==> src/rtl/tl_pkg.sv <==
// Shared lamp and phase encodings for the intersection controller.
package tl_pkg;

  localparam logic [2:0] LAMP_G = 3'b100;
  localparam logic [2:0] LAMP_Y = 3'b010;
  localparam logic [2:0] LAMP_R = 3'b001;

  typedef enum logic [1:0] {
    PH_GREEN  = 2'd0,
    PH_YELLOW = 2'd1,
    PH_ALLRED = 2'd2
  } phase_t;

endpackage

==> src/rtl/phase_timer.sv <==
// Phase-elapsed counter with synchronous clear and terminal compares.
module phase_timer
  import tl_pkg::*;
#(
  parameter int G_MIN = 80,
  parameter int G_MAX = 200,
  parameter int Y_T   = 20,
  parameter int AR_T  = 2
) (
  input  logic       clk,
  input  logic       rst_n,
  input  logic       clr,
  output logic [9:0] cnt,
  output logic       ge_min,
  output logic       eq_max,
  output logic       eq_y,
  output logic       eq_ar
);

  localparam logic [9:0] MIN_TC = 10'(G_MIN - 1);
  localparam logic [9:0] MAX_TC = 10'(G_MAX - 1);
  localparam logic [9:0] Y_TC   = 10'(Y_T - 1);
  localparam logic [9:0] AR_TC  = 10'(AR_T - 1);

  // Saturate so a long highway rest never wraps back below the minimum-green compare.
  always_ff @(posedge clk) begin
    if (!rst_n || clr)
      cnt <= '0;
    else if (cnt != 10'h3FF)
      cnt <= cnt + 10'd1;
  end

  assign ge_min = (cnt >= MIN_TC);
  assign eq_max = (cnt == MAX_TC);
  assign eq_y   = (cnt == Y_TC);
  assign eq_ar  = (cnt == AR_TC);

endmodule

==> src/rtl/intersection_phase_scheduler.sv <==
// Highway-default traffic phase scheduler with round-robin service of side approaches.
//  state     | meaning
//  PH_GREEN  | owner approach green; highway rests here, side greens bounded by G_MAX
//  PH_YELLOW | owner approach yellow for Y_T cycles
//  PH_ALLRED | every approach red for AR_T cycles, then grant nxt
module intersection_phase_scheduler
  import tl_pkg::*;
#(
  parameter int N_APP = 4,
  parameter int G_MIN = 80,
  parameter int G_MAX = 200,
  parameter int Y_T   = 20,
  parameter int AR_T  = 2
) (
  input  logic                 clk,
  input  logic                 rst_n,
  input  logic [N_APP-1:0]     car_req,
  output logic [3*N_APP-1:0]   lights,
  output logic [1:0]           green_owner,
  output logic [1:0]           phase
);

  phase_t           state, state_d;
  logic [1:0]       owner, owner_d;
  logic [1:0]       nxt, nxt_d;
  logic [N_APP-1:0] pending, pending_d;
  logic             leave, grant, timer_clr;
  logic             ge_min, eq_max, eq_y, eq_ar;
  logic [9:0]       cnt;

  function automatic logic [1:0] rr_pick(input logic [1:0] own, input logic [N_APP-1:0] pend);
    logic found;
    rr_pick = 2'd0;
    found   = 1'b0;
    for (int i = 1; i < N_APP; i++) begin
      if (!found && (2'(i) > own) && pend[i]) begin
        rr_pick = 2'(i);
        found   = 1'b1;
      end
    end
  endfunction

  function automatic logic [3*N_APP-1:0] lamp_vec(input phase_t st, input logic [1:0] own);
    logic [2:0] own_lamp;
    case (st)
      PH_GREEN:  own_lamp = LAMP_G;
      PH_YELLOW: own_lamp = LAMP_Y;
      default:   own_lamp = LAMP_R;
    endcase
    lamp_vec = {N_APP{LAMP_R}};
    for (int i = 0; i < N_APP; i++) begin
      if (own == 2'(i))
        lamp_vec[3*i +: 3] = own_lamp;
    end
  endfunction

  phase_timer #(
    .G_MIN (G_MIN),
    .G_MAX (G_MAX),
    .Y_T   (Y_T),
    .AR_T  (AR_T)
  ) u_timer (
    .clk    (clk),
    .rst_n  (rst_n),
    .clr    (timer_clr),
    .cnt    (cnt),
    .ge_min (ge_min),
    .eq_max (eq_max),
    .eq_y   (eq_y),
    .eq_ar  (eq_ar)
  );

  always_comb begin
    state_d = state;
    owner_d = owner;
    nxt_d   = nxt;
    leave   = 1'b0;
    grant   = 1'b0;
    case (state)
      PH_GREEN: begin
        if (owner == 2'd0)
          leave = ge_min && (|pending);
        else
          leave = (ge_min && (!car_req[owner] || (|pending))) || eq_max;
        if (leave) begin
          state_d = PH_YELLOW;
          nxt_d   = rr_pick(owner, pending);
        end
      end
      PH_YELLOW: begin
        if (eq_y)
          state_d = PH_ALLRED;
      end
      PH_ALLRED: begin
        if (eq_ar) begin
          state_d = PH_GREEN;
          owner_d = nxt;
          grant   = 1'b1;
        end
      end
      default: begin
        state_d = PH_GREEN;
        owner_d = 2'd0;
      end
    endcase
  end

  // The owner's own request is masked; the grant clear takes priority over a same-cycle set.
  always_comb begin
    pending_d = '0;
    for (int i = 1; i < N_APP; i++)
      pending_d[i] = (pending[i] | (car_req[i] && (owner != 2'(i)))) &
                     ~(grant && (nxt == 2'(i)));
  end

  assign timer_clr = (state_d != state);

  always_ff @(posedge clk) begin
    if (!rst_n) begin
      state   <= PH_GREEN;
      owner   <= 2'd0;
      nxt     <= 2'd0;
      pending <= '0;
      lights  <= lamp_vec(PH_GREEN, 2'd0);
    end else begin
      state   <= state_d;
      owner   <= owner_d;
      nxt     <= nxt_d;
      pending <= pending_d;
      lights  <= lamp_vec(state_d, owner_d);
    end
  end

  assign green_owner = owner;
  assign phase       = state;

endmodule

==> config.mk <==
export PLATFORM = sky130hd
export DESIGN_NAME = intersection_phase_scheduler
export DESIGN_NICKNAME = d
export VERILOG_FILES = /design/src/rtl/tl_pkg.sv /design/src/rtl/phase_timer.sv /design/src/rtl/intersection_phase_scheduler.sv
export SDC_FILE = /design/constraint.sdc
export NUM_CORES = 1
export LEC_CHECK = 0
export ABC_AREA = 1
export CORE_MARGIN = 2
export CORE_UTILIZATION = 48
export DETAILED_ROUTE_END_ITERATION = 6
export PLACE_DENSITY = 0.75
export SLEW_MARGIN = 10
export SYNTH_ARGS = -nofsm -noshare
export SYNTH_HDL_FRONTEND = slang
export SYNTH_SLANG_ARGS = --single-unit
==> constraint.sdc <==
create_clock -name clk -period 1.4 [get_ports clk]
set_input_delay 0.28 -clock clk [delete_from_list [all_inputs] [get_ports clk]]
set_output_delay 0.28 -clock clk [all_outputs]
set_load 0.02 [all_outputs]
==> flow_summary.ini <==
[synthesis]
synth_seq_cells = 31
ys_warn_count = 0
synth_common_cells = 41 x nor2_1, 33 x nand2_1, 31 x dfxtp_1, 24 x inv_1, 11 x nand2_2
synth_edf_count = 0
syn_inst = 200
async_flop_share_pct = 0
synthFlopType = dfxtp_1
synthDistinctLibCells = 31
synth.area.top_cells = dfxtp_1 41%, nor2_1 10%, nand2_1 8.2%, inv_1 6.0%, nand2_2 4.5%
ys_seq_area_share_pct = 41.0
syn-cell-area_um2 = 1510
synth_area_leader_cell = dfxtp_1
yosysMostFrequentCell = nor2_1
avgSynthCellArea_um2 = 7.56
syn-num-nets = 208
synth_top_area_share_pct = 41.0

[cells_and_area]
drive_above_1_share_pct = 40.9
area_delta_synth_final_pct = 50.1
stdcell_count = 301
diodes = 0
fillerInstances = 238
multiInputGateArea_um2 = 1000
nNetsFinal = 264
seqCellArea_um2 = 633

[route]
wl_per_cell_um = 12.7
via_per_inst = 4.82
drtIter0Drc = 49
post-route-drc-count = 0
drt-total-wl_mm = 3.84
num_vias = 1451
dr.pass1.iters = 4
antenna_left = 0

[power_and_ir_drop]
finalPower_mw = 1.64
sw_frac_of_total_pct = 25.7
p_comb_share_pct = 9.6
ir_drop_mv = 0.643
internal_power_mw = 1.22
p_sw_uw = 420
p_clk_share_pct = 34.8
power_frac_seq_pct = 55.7
p_leak_nw = 1.05
power.density_nw_per_um2 = 722

[clocking]
cts.sinks = 31
numCtsBuffers = 5
cts_root_buffer = clkbuf_4
clk_path_buf_depth = 2
cts_tree = built
htreeDepth = 2
clk_pin_slew_ns = 0.10
clock_latency_ns = 0.34
hold_buffers = 0

[sta]
slew_headroom_pct = 79.6
period_needed_ns = 1.53
rsz0062_at_grt = true
clock.fmax_mhz = 653
worst_slew_pin_slew_ns = 0.305
layout_setup_ws_ns = -0.131
period_share_pct = 109
setup_viol = 22
finalSetupTns_ns = -1.58
hold_viol = 0
skew_ns = 0.00397
drv_slew = 0

[outcome]
violations = setup timing
run_status = finished with violations

[critical_path]
worstPathCellList = inv_1, nor2_2, nand4_1, buf_4, o21ai_1, nor2_1
r2r-end = pending[1]$_SDFF_PN0_
crit_end = pending[1]$_SDFF_PN0_
cp.required_ns = 1.64
worst_path_max_delay_cell = dfxtp_2
startpoint = phase[1]$_SDFF_PN0_
cp_max_fo = 4
crit_arrival_ns = 1.78
r2r_cells = 6
cp_slowest_stage_delay_ns = 0.41
reg2reg_from = phase[1]$_SDFF_PN0_
cp-start-kind = flop
worst-setup-path-type = flop to flop
timing.reg2reg.setup_slack_ns = -0.13
crit_path_end_kind = flop

[global_route]
grt_pass1_wl_mm = 5.73
grt-busiest-layer = met2
grt_util_met1_pct = 23.3
antenna_found_initial = 0
grt_overflow = 0
track_usage_pct = 22.1
grt.met3_usage_pct = 6.28
grt_pass1_vias = 1335
met2_usage_pct = 39.8
grt_start_max_net_pins = 11

[placement]
numPortBuffers = 20
gp_congestion = 0.904
dp_hpwl_mm = 2.43
dp_cells = 286

[worst_hold_path]
min_from = nxt[1]$_SDFFE_PN0P_
hp-class = flop to flop

[floorplan]
coreArea_um2 = 3030
fp.dieH_um = 60.1
dieArea_um2 = 3620
initial_core_util_pct = 50.0
rows = 20
die_w_um = 60.1
boundaryPins = 22

[job]
max-cap-violations = 0
-- routing by layer --
layer / part of all wire, % / wire, um
met1: 41 / 1580
met2: 52 / 2010
met3: 3.5 / 136
met4: 2.9 / 113
met5: 0 / 0
-- metrics by stage --
step	util [%]	setup WS, ns	hold slack [ns]	cell area (um^2)
after detailed placement	64.7	-0.269	0.495	1960
after global routing	75.0	-0.205	0.550	2270
after floorplan	-	-0.0261	0.439	1540
after global placement	64.7	-0.235	0.495	1960
after CTS	70.1	-0.0638	0.513	2120
final	75.0	-0.131	0.522	2270
-- how the worst min path moves through the flow --
stage                       endpoint  slack (ns)  depth (start not counted)
6_report         nxt[1]$_SDFFE_PN0P_        0.52                          2
5_1_grt          nxt[1]$_SDFFE_PN0P_        0.55                          2
2_1_floorplan  pending[1]$_SDFF_PN0_        0.44                          2
3_3_place_gp   pending[2]$_SDFF_PN0_        0.49                          2
4_1_cts          nxt[1]$_SDFFE_PN0P_        0.51                          2
3_5_place_dp     nxt[1]$_SDFFE_PN0P_        0.50                          2
-- power groups by stage --
stage,logic (mW),registers (mW),clock network (mW)
after global routing,0.172,0.914,0.614
after global placement,0.116,0.933,0
final,0.157,0.912,0.570
after floorplan,0.0740,0.931,0
after detailed placement,0.119,0.933,0
after CTS,0.138,0.912,0.568
-- final cells by class --
type | count | share of cell area [%]
multi-input cells | 142 | 44.2
flip-flops and latches | 31 | 27.9
repair buffers | 48 | 17.9
inverters | 28 | 4.96
clock buffers | 7 | 2.42
well taps | 44 | 2.42
clock inverters | 1 | 0.220
-- repair_timing --
action,CTS,global route
resized for setup,33,47
gates cloned,2,0
endpoints found under the setup margin,40,33
pin swaps,16,18
buffers inserted,5,0
-- worst max-delay path, delay by kind of cell, from the launching register on --
kind,cells,cell delay (ns)
buf+inv,2,0.34
flops,1,0.41
simple gates,3,0.57
compound gates,1,0.11
-- cells in the final DEF (no fill, tap or decap), drive strengths merged --
master	count
clkdlybuf4s15	2
or2	1
nor4	1
a211oi	1
and2	1
clkdlybuf4s50	4
dfxtp	31
a21oi	4
xnor2	2
clkinv	1
clkbuf	9
ha	2
inv	28
dlygate4sd2	12
nor2	48
nand2	47
nand4	7
xor2	5
buf	28
nand3	12
o21ai	7
nor3	3
a31o	1
-- cell families (layout without fill, tap and decap cells) --
family	count (synthesis)	in the layout	synth area share [%]
AO/OA/AOI/OAI	13	13	5.21
XOR/XNOR	7	7	4.05
adder cells (fa/ha/maj)	2	2	1.65
buffers and inverters	29	84	7.44
flip-flops	31	31	41.0
AND/OR/NAND/NOR	118	120	40.6
-- flip-flops by register name, indices dropped and copies added, names as in the netlist --
signal,flops
pending,3
u_timer.cnt,10
lights,12
phase,2
nxt,2
green_owner,2
No activity file was read; power rests on OpenSTA's default activity.
